`src/rtl/fetch_pkg.sv`:
```
// Shared types and constants for the instruction-fetch stage.
package fetch_pkg;

  typedef enum logic [1:0] {
    REQ   = 2'd0,
    FULL  = 2'd1,
    FAULT = 2'd2
  } fetch_state_t;

  localparam logic [31:0] NOP_INSTR   = 32'h0000_0013;
  localparam int          INSTR_BYTES = 4;

endpackage

```
`src/rtl/fetch_skid.sv`:
```
// One-entry {pc, instr} holding register that absorbs a fetch accepted while decode stalls.
module fetch_skid
  import fetch_pkg::*;
#(
  parameter int XLEN = 64,
  parameter int ILEN = 32
) (
  input  logic            clk,
  input  logic            reset,
  input  logic            load_i,
  input  logic            clear_i,
  input  logic [XLEN-1:0] pc_i,
  input  logic [ILEN-1:0] instr_i,
  output logic            valid_o,
  output logic [XLEN-1:0] pc_o,
  output logic [ILEN-1:0] instr_o
);

  logic            valid_q;
  logic [XLEN-1:0] pc_q;
  logic [ILEN-1:0] instr_q;

  always_ff @(posedge clk) begin
    if (reset || clear_i) begin
      valid_q <= 1'b0;
      pc_q    <= '0;
      instr_q <= ILEN'(NOP_INSTR);
    end else if (load_i) begin
      valid_q <= 1'b1;
      pc_q    <= pc_i;
      instr_q <= instr_i;
    end
  end

  assign valid_o = valid_q;
  assign pc_o    = pc_q;
  assign instr_o = instr_q;

endmodule

```
`src/rtl/fetch_unit.sv`:
```
// Instruction-fetch stage: PC, imem valid/ack handshake, IF/ID register, redirects.
// Optional skid buffer and FULL state are built when FETCH_SKID_EN is defined.
module fetch_unit
  import fetch_pkg::*;
#(
  parameter int              XLEN     = 64,
  parameter int              ILEN     = 32,
  parameter logic [XLEN-1:0] RESET_PC = '0
) (
  input  logic            clk,
  input  logic            reset,
  output logic            imem_req,
  output logic [XLEN-1:0] imem_addr,
  input  logic            imem_ack,
  input  logic [ILEN-1:0] imem_rdata,
  input  logic            stall_i,
  input  logic            redirect_i,
  input  logic [XLEN-1:0] redirect_pc_i,
  output logic            ifid_valid,
  output logic [XLEN-1:0] ifid_pc,
  output logic [ILEN-1:0] ifid_instr,
  output logic            fault_o
);

  fetch_state_t    state_q, state_d;
  logic [XLEN-1:0] pc_q, pc_d;
  logic            ifid_valid_q, ifid_valid_d;
  logic [XLEN-1:0] ifid_pc_q, ifid_pc_d;
  logic [ILEN-1:0] ifid_instr_q, ifid_instr_d;
  logic            accept;

`ifdef FETCH_SKID_EN
  logic            skid_load, skid_clear, skid_valid;
  logic [XLEN-1:0] skid_pc;
  logic [ILEN-1:0] skid_instr;

  fetch_skid #(.XLEN(XLEN), .ILEN(ILEN)) u_skid (
    .clk     (clk),
    .reset   (reset),
    .load_i  (skid_load),
    .clear_i (skid_clear),
    .pc_i    (pc_q),
    .instr_i (imem_rdata),
    .valid_o (skid_valid),
    .pc_o    (skid_pc),
    .instr_o (skid_instr)
  );

  assign imem_req = (state_q == REQ);
`else
  // Without a skid there is nowhere to park a fetch while decode stalls.
  assign imem_req = (state_q == REQ) && !(ifid_valid_q && stall_i);
`endif

  assign accept    = imem_req && imem_ack;
  assign imem_addr = pc_q;
  assign fault_o   = (state_q == FAULT);

  always_comb begin
    state_d      = state_q;
    pc_d         = pc_q;
    ifid_valid_d = ifid_valid_q;
    ifid_pc_d    = ifid_pc_q;
    ifid_instr_d = ifid_instr_q;
`ifdef FETCH_SKID_EN
    skid_load    = 1'b0;
    skid_clear   = 1'b0;
`endif
    if (redirect_i) begin
      ifid_valid_d = 1'b0;
      pc_d         = redirect_pc_i;
      state_d      = (redirect_pc_i[1:0] == 2'b00) ? REQ : FAULT;
`ifdef FETCH_SKID_EN
      skid_clear   = 1'b1;
`endif
    end else begin
      case (state_q)
        REQ: begin
          if (accept) begin
            pc_d = pc_q + XLEN'(INSTR_BYTES);
`ifdef FETCH_SKID_EN
            if (ifid_valid_q && stall_i) begin
              skid_load = 1'b1;
              state_d   = FULL;
            end else
`endif
            begin
              ifid_valid_d = 1'b1;
              ifid_pc_d    = pc_q;
              ifid_instr_d = imem_rdata;
            end
          end else if (!stall_i) begin
            ifid_valid_d = 1'b0;
          end
        end
`ifdef FETCH_SKID_EN
        FULL: begin
          if (!stall_i && skid_valid) begin
            ifid_valid_d = 1'b1;
            ifid_pc_d    = skid_pc;
            ifid_instr_d = skid_instr;
            skid_clear   = 1'b1;
            state_d      = REQ;
          end
        end
`endif
        FAULT: ifid_valid_d = 1'b0;
        default: state_d = REQ;
      endcase
    end
  end

  always_ff @(posedge clk) begin
    if (reset) begin
      state_q      <= REQ;
      pc_q         <= RESET_PC;
      ifid_valid_q <= 1'b0;
      ifid_pc_q    <= '0;
      ifid_instr_q <= ILEN'(NOP_INSTR);
    end else begin
      state_q      <= state_d;
      pc_q         <= pc_d;
      ifid_valid_q <= ifid_valid_d;
      ifid_pc_q    <= ifid_pc_d;
      ifid_instr_q <= ifid_instr_d;
    end
  end

  assign ifid_valid = ifid_valid_q;
  assign ifid_pc    = ifid_pc_q;
  assign ifid_instr = ifid_instr_q;

endmodule

```
`config.mk`:
```
export PLATFORM = sky130hd
export DESIGN_NAME = fetch_unit
export DESIGN_NICKNAME = d
export VERILOG_FILES = /design/src/rtl/fetch_pkg.sv /design/src/rtl/fetch_skid.sv /design/src/rtl/fetch_unit.sv
export SDC_FILE = /design/constraint.sdc
export NUM_CORES = 1
export LEC_CHECK = 0
export ABC_AREA = 1
export CORE_MARGIN = 3
export CORE_UTILIZATION = 40
export DETAILED_ROUTE_END_ITERATION = 8
export PLACE_DENSITY = 0.72
export RECOVER_POWER = 25
export REMOVE_ABC_BUFFERS = 1
export SYNTH_ARGS = -nofsm -noshare
export SYNTH_HDL_FRONTEND = slang
export SYNTH_SLANG_ARGS = --single-unit
```
`constraint.sdc`:
```
create_clock -name clk -period 1.6 [get_ports clk]
set_clock_uncertainty 0.05 [all_clocks]
set_input_delay 0.48 -clock clk [delete_from_list [all_inputs] [get_ports clk]]
set_output_delay 0.48 -clock clk [all_outputs]
set_load 0.01 [all_outputs]
```
Word level (Yosys, flattened, before mapping)
Index checks and enable logic that the tools add are counted.
- bits in registers: 163
- word-level logic and storage cells: 33
- input bits: 101
- output and inout port bits: 163
- reduce and logical (&&, ||, !) cells: 14
- equality and inequality tests: 3
- bitwise gates (word level): 1
- add/subtract/negate cells: 1
- mux-type cells: 9
- operators with widths (operator ; number):
    $mux W64 ; 3
    $add A64 B3 Y64 const B ; 1
    $mux W2 ; 3
    $reduce_bool A2 Y1 ; 3
    $logic_not A2 Y1 ; 2
    $reduce_and A2 Y1 ; 2
    $reduce_or A2 Y1 ; 2
    $logic_and A1 B1 Y1 ; 3
    $ne A3 B3 Y1 const B ; 1
    $reduce_and A3 Y1 ; 1
    $eq A2 B2 Y1 const B ; 1
    $mux W1 ; 2
    $ne A2 B1 Y1 const B ; 1
    $pmux W1 S2 ; 1
    $logic_not A1 Y1 ; 1
    $not A1 Y1 ; 1

Longest topological paths before layout
Gate-level depths: netlist of the first run.
- depth after elaboration: 7
- mapped depth: 13
- mapped depth without buffers: 13

Worst setup path after synthesis of the first run
Ideal clock, no wire load.
- path type: flip-flop to flip-flop
- from: register pc_q[2] (netlist: imem_addr[2])
- to: register pc_q[58] (netlist: imem_addr[58])
- cell stages (with the launch flop): 13
- library setup time: 0.109 ns
- required time: 1.441 ns
- clock period less this slack: 1.740 ns
- arrival: 1.581 ns
- setup slack: -0.140 ns
- buffers on the path: 0
- cell sequence: dfxtp_1 ha_1 nand2_2 nor2_4 nand2_2 nor2_4 nand2_2 nor2_2 nand2_1 nand3_1 nand3_1 nand2_1 inv_1
- word-level cells in the longest chain between the ends: 4
- RTL lines (element ; line ; source):
    start: declaration ; fetch_unit.sv:26 ; logic [XLEN-1:0] pc_q, pc_d;
    start signal: assignment ; fetch_unit.sv:122 ; pc_q <= pc_d;
    $add A64 B3 Y64 ; fetch_unit.sv:80 ; pc_d = pc_q + XLEN'(INSTR_BYTES);
    $mux W64 ; fetch_unit.sv:79 ; if (accept) begin
    $mux W64 ; fetch_unit.sv:77 ; case (state_q)
    $mux W64 ; fetch_unit.sv:69 ; if (redirect_i) begin
Every way passes these cells. The select of a mux whose other input is x is not followed.
A chain may end at the register's enable or synchronous reset.

Final worst setup path of the first run
- from: register pc_q[3] (netlist: imem_addr[3])
- to: register pc_q[13] (netlist: imem_addr[13])
Same word-level chain as after synthesis.

==> results of run 1 <==
==> how the worst min path moves through the flow <==
stage                               end  cells past startpoint  slack, ns          start
after detailed placement  ifid_instr[0]                      2       0.40  ifid_instr[0]
after global routing        ifid_pc[18]                      2       0.42    ifid_pc[18]
after floorplan              ifid_pc[0]                      2       0.43     ifid_pc[0]
final                       ifid_pc[18]                      2       0.41    ifid_pc[18]
after global placement    ifid_instr[0]                      2       0.39  ifid_instr[0]
after CTS                   ifid_pc[35]                      2       0.41    ifid_pc[35]
==> through the flow <==
step	area [sq um]	worst slack [ns]	total power [uW]	instances
finish	15530	-0.3296	11110	2055
global route	15530	-0.3660	11470	2055
CTS	14120	-0.1654	10610	2017
detailed placement	12820	-0.6560	6608	1943
global placement	12820	-0.5938	6576	1943
floorplan	8019	-2.591	5203	1197
==> critical path, stage by stage (launching register included) <==
cell	delay, ns
dfxtp_2	0.36
buf_6	0.12
nand3_4	0.08
nor2_4	0.19
buf_6	0.14
nand3_4	0.10
buf_4	0.16
buf_4	0.13
o211ai_1	0.20
o311ai_1	0.16
nand2_1	0.09
inv_1	0.04
==> final cells by class <==
class	count	area [sq um]
multi-input cells	895	5308
clock inverters	15	121.4
inverters	140	548.0
diodes	3	7.507
repair buffers	558	5411
flip-flops and latches	162	3381
fillers	1320	4375
well taps	265	331.6
clock buffers	17	425.4
==> synthesized netlist by cell type (3+ instances only) <==
cell,count
o211ai_1,7
o21ai_0,81
nand2_2,7
nor3_1,15
buf_2,27
nand2_4,6
nand3b_1,8
a21oi_1,46
or2_2,3
nand4_1,31
nand3_1,70
o21ai_1,17
nor2_1,205
clkbuf_1,29
xor2_1,3
nor4_1,6
o211a_1,4
nor2_2,8
inv_1,123
clkinv_1,5
o21a_1,4
dfxtp_1,162
nand2_1,318
o21bai_1,7
inv_2,11
xnor2_1,5
nor2_4,14
a31oi_1,12
==> what timing repair did <==
item,4_1_cts,5_1_grt
cloned,12,6
pin swaps,31,82
endpoints found under the setup margin,293,224
buffers inserted,31,34
gates resized for setup,533,421
==> where the power goes <==
part | switching [uW] | leakage (uW) | internal (uW)
combinational | 1280 | 0.00563 | 1380
sequential | 218 | 0.00136 | 4270
clock | 1940 | 0.000259 | 2030
total | 3440 | 0.00725 | 7670
==> metal layers <==
| layer | up-vias | track usage, % | part of all wire (%) |
|---|---|---|---|
| met5 | - | 0 | 0 |
| met4 | 0 | 13.17 | 5.5 |
| met3 | 185 | 6.814 | 9.1 |
| met2 | 697 | 51.47 | 49 |
| met1 | 5184 | 37.93 | 37 |
| li1 | 5092 | - | - |
==> sequential cells by signal, summed over array words and instances (netlist names) <==
name        flops
ifid_pc        64
imem_addr      64
ifid_instr     32
ifid_valid      1
state_q         1
==> logic make-up after synthesis <==
logic type | synth area share [%]
flops | 39.21
simple gates | 37.90
fa+ha+maj | 0.1513
buf+inv | 9.410
xor+xnor | 0.8472
compound gates | 12.48
==> impl_metrics.ini, run 1 <==
[status]
outcome = finished, violations left
violations = setup timing

[timing]
whs_ns = 0.4095
rsz0062_at_grt = true
clock.fmax_mhz = 518.2
slew-limit-headroom_pct = 67.44
period_needed_ns = 1.930
setup_ws_ns = -0.3296
setup_viol_count_final = 128
slew_viol_final = 0
worst_pin_slew_ns = 0.4884
fin_crit_sh_pct = 120.6
finalHoldViolations = 0
setup_tns_ns = -13.77

[logic_synthesis]
synth_edf_count = 0
netlist_top_cells_area = dfxtp_1 39%, nand2_1 14%, nor2_1 9.3%
yosysWarnings = 0
synth_top_cell_by_area = dfxtp_1
syn_area_sq_um = 8270
synth_flop_cell = dfxtp_1
syn_inst = 1254
avgSynthCellArea_sq_um = 6.595
ys_ff_latch = 162
yosysTopAreaCellShare_pct = 39.21
synth.distinct_cells = 44
synth-async-reset-ratio_pct = 0
ys_seq_area_share_pct = 39.21

[drt]
route.detailed.drc = 0
avgViaCountPerCell = 5.430
antenna_left = 0
wl_microns = 39490
drt_iter0_drc = 1117
num_vias = 11158
post_drt_wl_per_cell_microns = 19.22
first_pass_iters = 6

[pwr]
irDropWorstVdd_mv = 0.6408
power_density_nw_per_um2 = 715.3
p_leak_uw = 0.007251

[worst_setup_path]
path_class = reg -> reg
cp-end-kind = flop
timing.rr.start = imem_addr[3]
cp.arrival_ns = 2.21
timing.critical_path.from = imem_addr[3]
reg2regPathDepth = 11
crit_end = imem_addr[13]
crit_path_max_fanout = 3
r2r_end = imem_addr[13]
rrSetupSlack_ns = -0.33
critPathLaunchType = flop
required_ns = 1.88

[die]
die-area_sq_um = 22440
row_count = 51
die_h_microns = 149.8
io_pins = 264
core_sq_um = 19910
start_util_pct = 41.54
die_w_microns = 149.8

[clocking]
clk_pin_slew_ns = 0.07
clk_latency_ns = 0.43
ctsHoldBuffers = 0
cts-buffers-inserted = 17
cts_tree = yes
clock-sinks = 162
h-tree-depth = 4
clockBufferDepth = 2
cts_root_buf = clkbuf_16

[cells_and_area]
drive_gt1_share_pct = 41.58
most-common-layout-cells = 259 x nand2_1, 193 x buf_4, 152 x nor2_1
final_common_cell = nand2_1
utilization_pct = 78.02
final_nets = 1876
syn_to_final_growth_pct = 87.82

[placed_design]
portBuffers = 263
post-dp-hpwl_microns = 23990
place.gp.congestion = 0.9557

[worst_hold_path]
min_path_type = reg -> reg

[global_route]
grt_pass1_vias = 10334
overflow = 0
antenna_found_initial = 3
grt_max_degree = 36
track_usage_pct = 30.67
grt_pass1_wl_microns = 54090

[job]
cap_violations = 0
Power figures use the tool's default switching activity.
==> run 2: changes to the inputs <==
--- a/config.mk
+++ b/config.mk
@@ -6,10 +6,12 @@
 export NUM_CORES = 1
 export LEC_CHECK = 0
 export ABC_AREA = 1
+export CELL_PAD_IN_SITES_DETAIL_PLACEMENT = 2
+export CELL_PAD_IN_SITES_GLOBAL_PLACEMENT = 2
 export CORE_MARGIN = 3
-export CORE_UTILIZATION = 40
+export CORE_UTILIZATION = 22
 export DETAILED_ROUTE_END_ITERATION = 8
-export PLACE_DENSITY = 0.72
+export PLACE_DENSITY_LB_ADDON = 0.1
 export RECOVER_POWER = 25
 export REMOVE_ABC_BUFFERS = 1
 export SYNTH_ARGS = -nofsm -noshare
==> run 2 against run 1 <==
Effect of this change: the flow still finishes with violations (setup timing); final area grew 12%; largest cell class unchanged; clock power grew 20%; power grew 12%; flip-flop and latch count is the same; critical path depth grew 1; hold slack gained 0.012 ns; setup slack lost 0.15 ns; critical endpoint is now imem_addr[24]; fmax shrank 7.1%; die area grew 78%; first-iteration DRC count shrank 55%; clock-buffer cell count grew 2.
==> impl_metrics.ini, run 2 (synthesis gave the netlist of run 1 again) <==
[die]
core_sq_um = 36870
die_h_microns = 199.9
row_count = 70
die-area_sq_um = 39960
io_pins = 264
die_w_microns = 199.9
start_util_pct = 22.43

[timing]
clock.fmax_mhz = 481.2
worst_pin_slew_ns = 0.7558
period_needed_ns = 2.078
fin_crit_sh_pct = 129.9
setup_ws_ns = -0.4779
finalHoldViolations = 0
slew_viol_final = 0
slew-limit-headroom_pct = 49.61
setup_viol_count_final = 178
rsz0062_at_grt = true

[cells_and_area]
syn_to_final_growth_pct = 109.9
drive_gt1_share_pct = 53.26
most-common-layout-cells = 251 x nand2_1, 212 x buf_4, 155 x buf_6
fin_area_sq_um = 17360
final_nets = 1959
final_common_cell = nand2_1
fillers = 4046

[drt]
num_vias = 11587
antenna_left = 0
avgViaCountPerCell = 4.871
drt_iter0_drc = 507
wl_microns = 58980
route.detailed.drc = 0
post_drt_wl_per_cell_microns = 24.79
first_pass_iters = 6

[pwr]
p_leak_uw = 0.007822
power_density_nw_per_um2 = 715.8
power_uw = 12420
irDropWorstVdd_mv = 0.8671

[global_route]
track_usage_pct = 24.83
grt_pass1_vias = 12049
overflow = 0
grt_max_degree = 50
antenna_found_initial = 7
grt_pass1_wl_microns = 74450

[worst_setup_path]
critPathLaunchType = flop
crit_path_max_fanout = 4
cp.arrival_ns = 2.39
required_ns = 1.91
path_class = reg -> reg
cp-end-kind = flop

[status]
violations = setup timing
outcome = finished, violations left

[placed_design]
placed_area_sq_um = 13250
post-dp-hpwl_microns = 32780
portBuffers = 263
place_worst_setup_slack_ns = -0.7595
place.gp.congestion = 0.8087

[clocking]
h-tree-depth = 4
clockBufferDepth = 2
clk_latency_ns = 0.48
clk_pin_slew_ns = 0.08
cts_root_buf = clkbuf_16
cts_tree = yes
clock-sinks = 162
ctsHoldBuffers = 0
cts-buffers-inserted = 17

[job]
cap_violations = 0

[worst_hold_path]
min_path_type = reg -> reg
[run 2: cell count changes in the layout (fill, tap and decap cells not counted), moves of 14 or more]
| cell | change |
|---|---|
| dfxtp_4 | +19 |
| nor2_1 | -38 |
| buf_6 | +90 |
| dfxtp_1 | -33 |
| nor2_4 | +31 |
| clkbuf_1 | +22 |
| clkdlybuf4s15_1 | -36 |
| dfxtp_2 | +14 |
| buf_4 | +19 |
| dlygate4sd2_1 | -37 |
[run 2: through the flow]
stage	utilization (%)	std cells	TNS (ns)	hold slack (ns)
after global placement	35.93	2199	-90.23	0.3940
after global routing	47.07	2379	-45.18	0.4350
final	47.07	2379	-32.81	0.4219
after CTS	43.92	2312	-15.76	0.4153
after floorplan	-	1197	-284.24	0.4295
after detailed placement	35.93	2199	-93.40	0.4023
[run 2: per-layer routing]
| layer | vias up | routed length (microns) | track usage, % |
|---|---|---|---|
| met1 | 5901 | 23600 | 30.74 |
| li1 | 5239 | - | - |
| met4 | 4 | 2453 | 7.547 |
| met2 | 318 | 30480 | 43.66 |
| met3 | 125 | 2404 | 4.985 |
| met5 | - | 38 | 0 |
[run 2: final cells by class]
type / instances / area, sq um / share of cell area [%]
sequential: 162 / 3470 / 19.99
timing repair buffer: 640 / 6188 / 35.65
inverter: 140 / 546.8 / 3.150
clock inverter: 13 / 182.7 / 1.052
antenna: 5 / 12.51 / 0.07209
tap: 504 / 630.6 / 3.633
multi-input combinational: 896 / 5873 / 33.84
clock buffer: 19 / 452.9 / 2.610
[run 2: path summary, 6_finish.rpt]
path / depth (start not counted) / startpoint / end / slack [ns]
max: 12 / imem_addr[3] / imem_addr[24] / -0.48
min: 2 / ifid_pc[58] / ifid_pc[58] / 0.42
max reg2reg: 12 / imem_addr[3] / imem_addr[24] / -0.48
min reg2reg: 2 / ifid_pc[58] / ifid_pc[58] / 0.42
[run 2: critical path, stage by stage (launching register included)]
cell     delay, ns
dfxtp_2       0.37
ha_4          0.16
nand2_4       0.06
nor2_4        0.23
buf_6         0.13
nand4_1       0.15
nor2_2        0.22
buf_6         0.15
nand3_2       0.08
nand3_2       0.09
nand3_2       0.10
nand2_1       0.09
inv_1         0.07
[run 2: what timing repair did]
item,CTS,global route
pin swaps,56,119
resized for setup,1009,441
setup endpoints to repair,308,294
setup buffers,64,94
gates cloned,20,2
[run 2: where the power goes]
part / switching (uW) / internal [uW] / leakage (uW)
registers: 250 / 4260 / 0.00138
clock network: 2060 / 2700 / 0.000313
logic: 1590 / 1570 / 0.00613
total: 3900 / 8530 / 0.00782
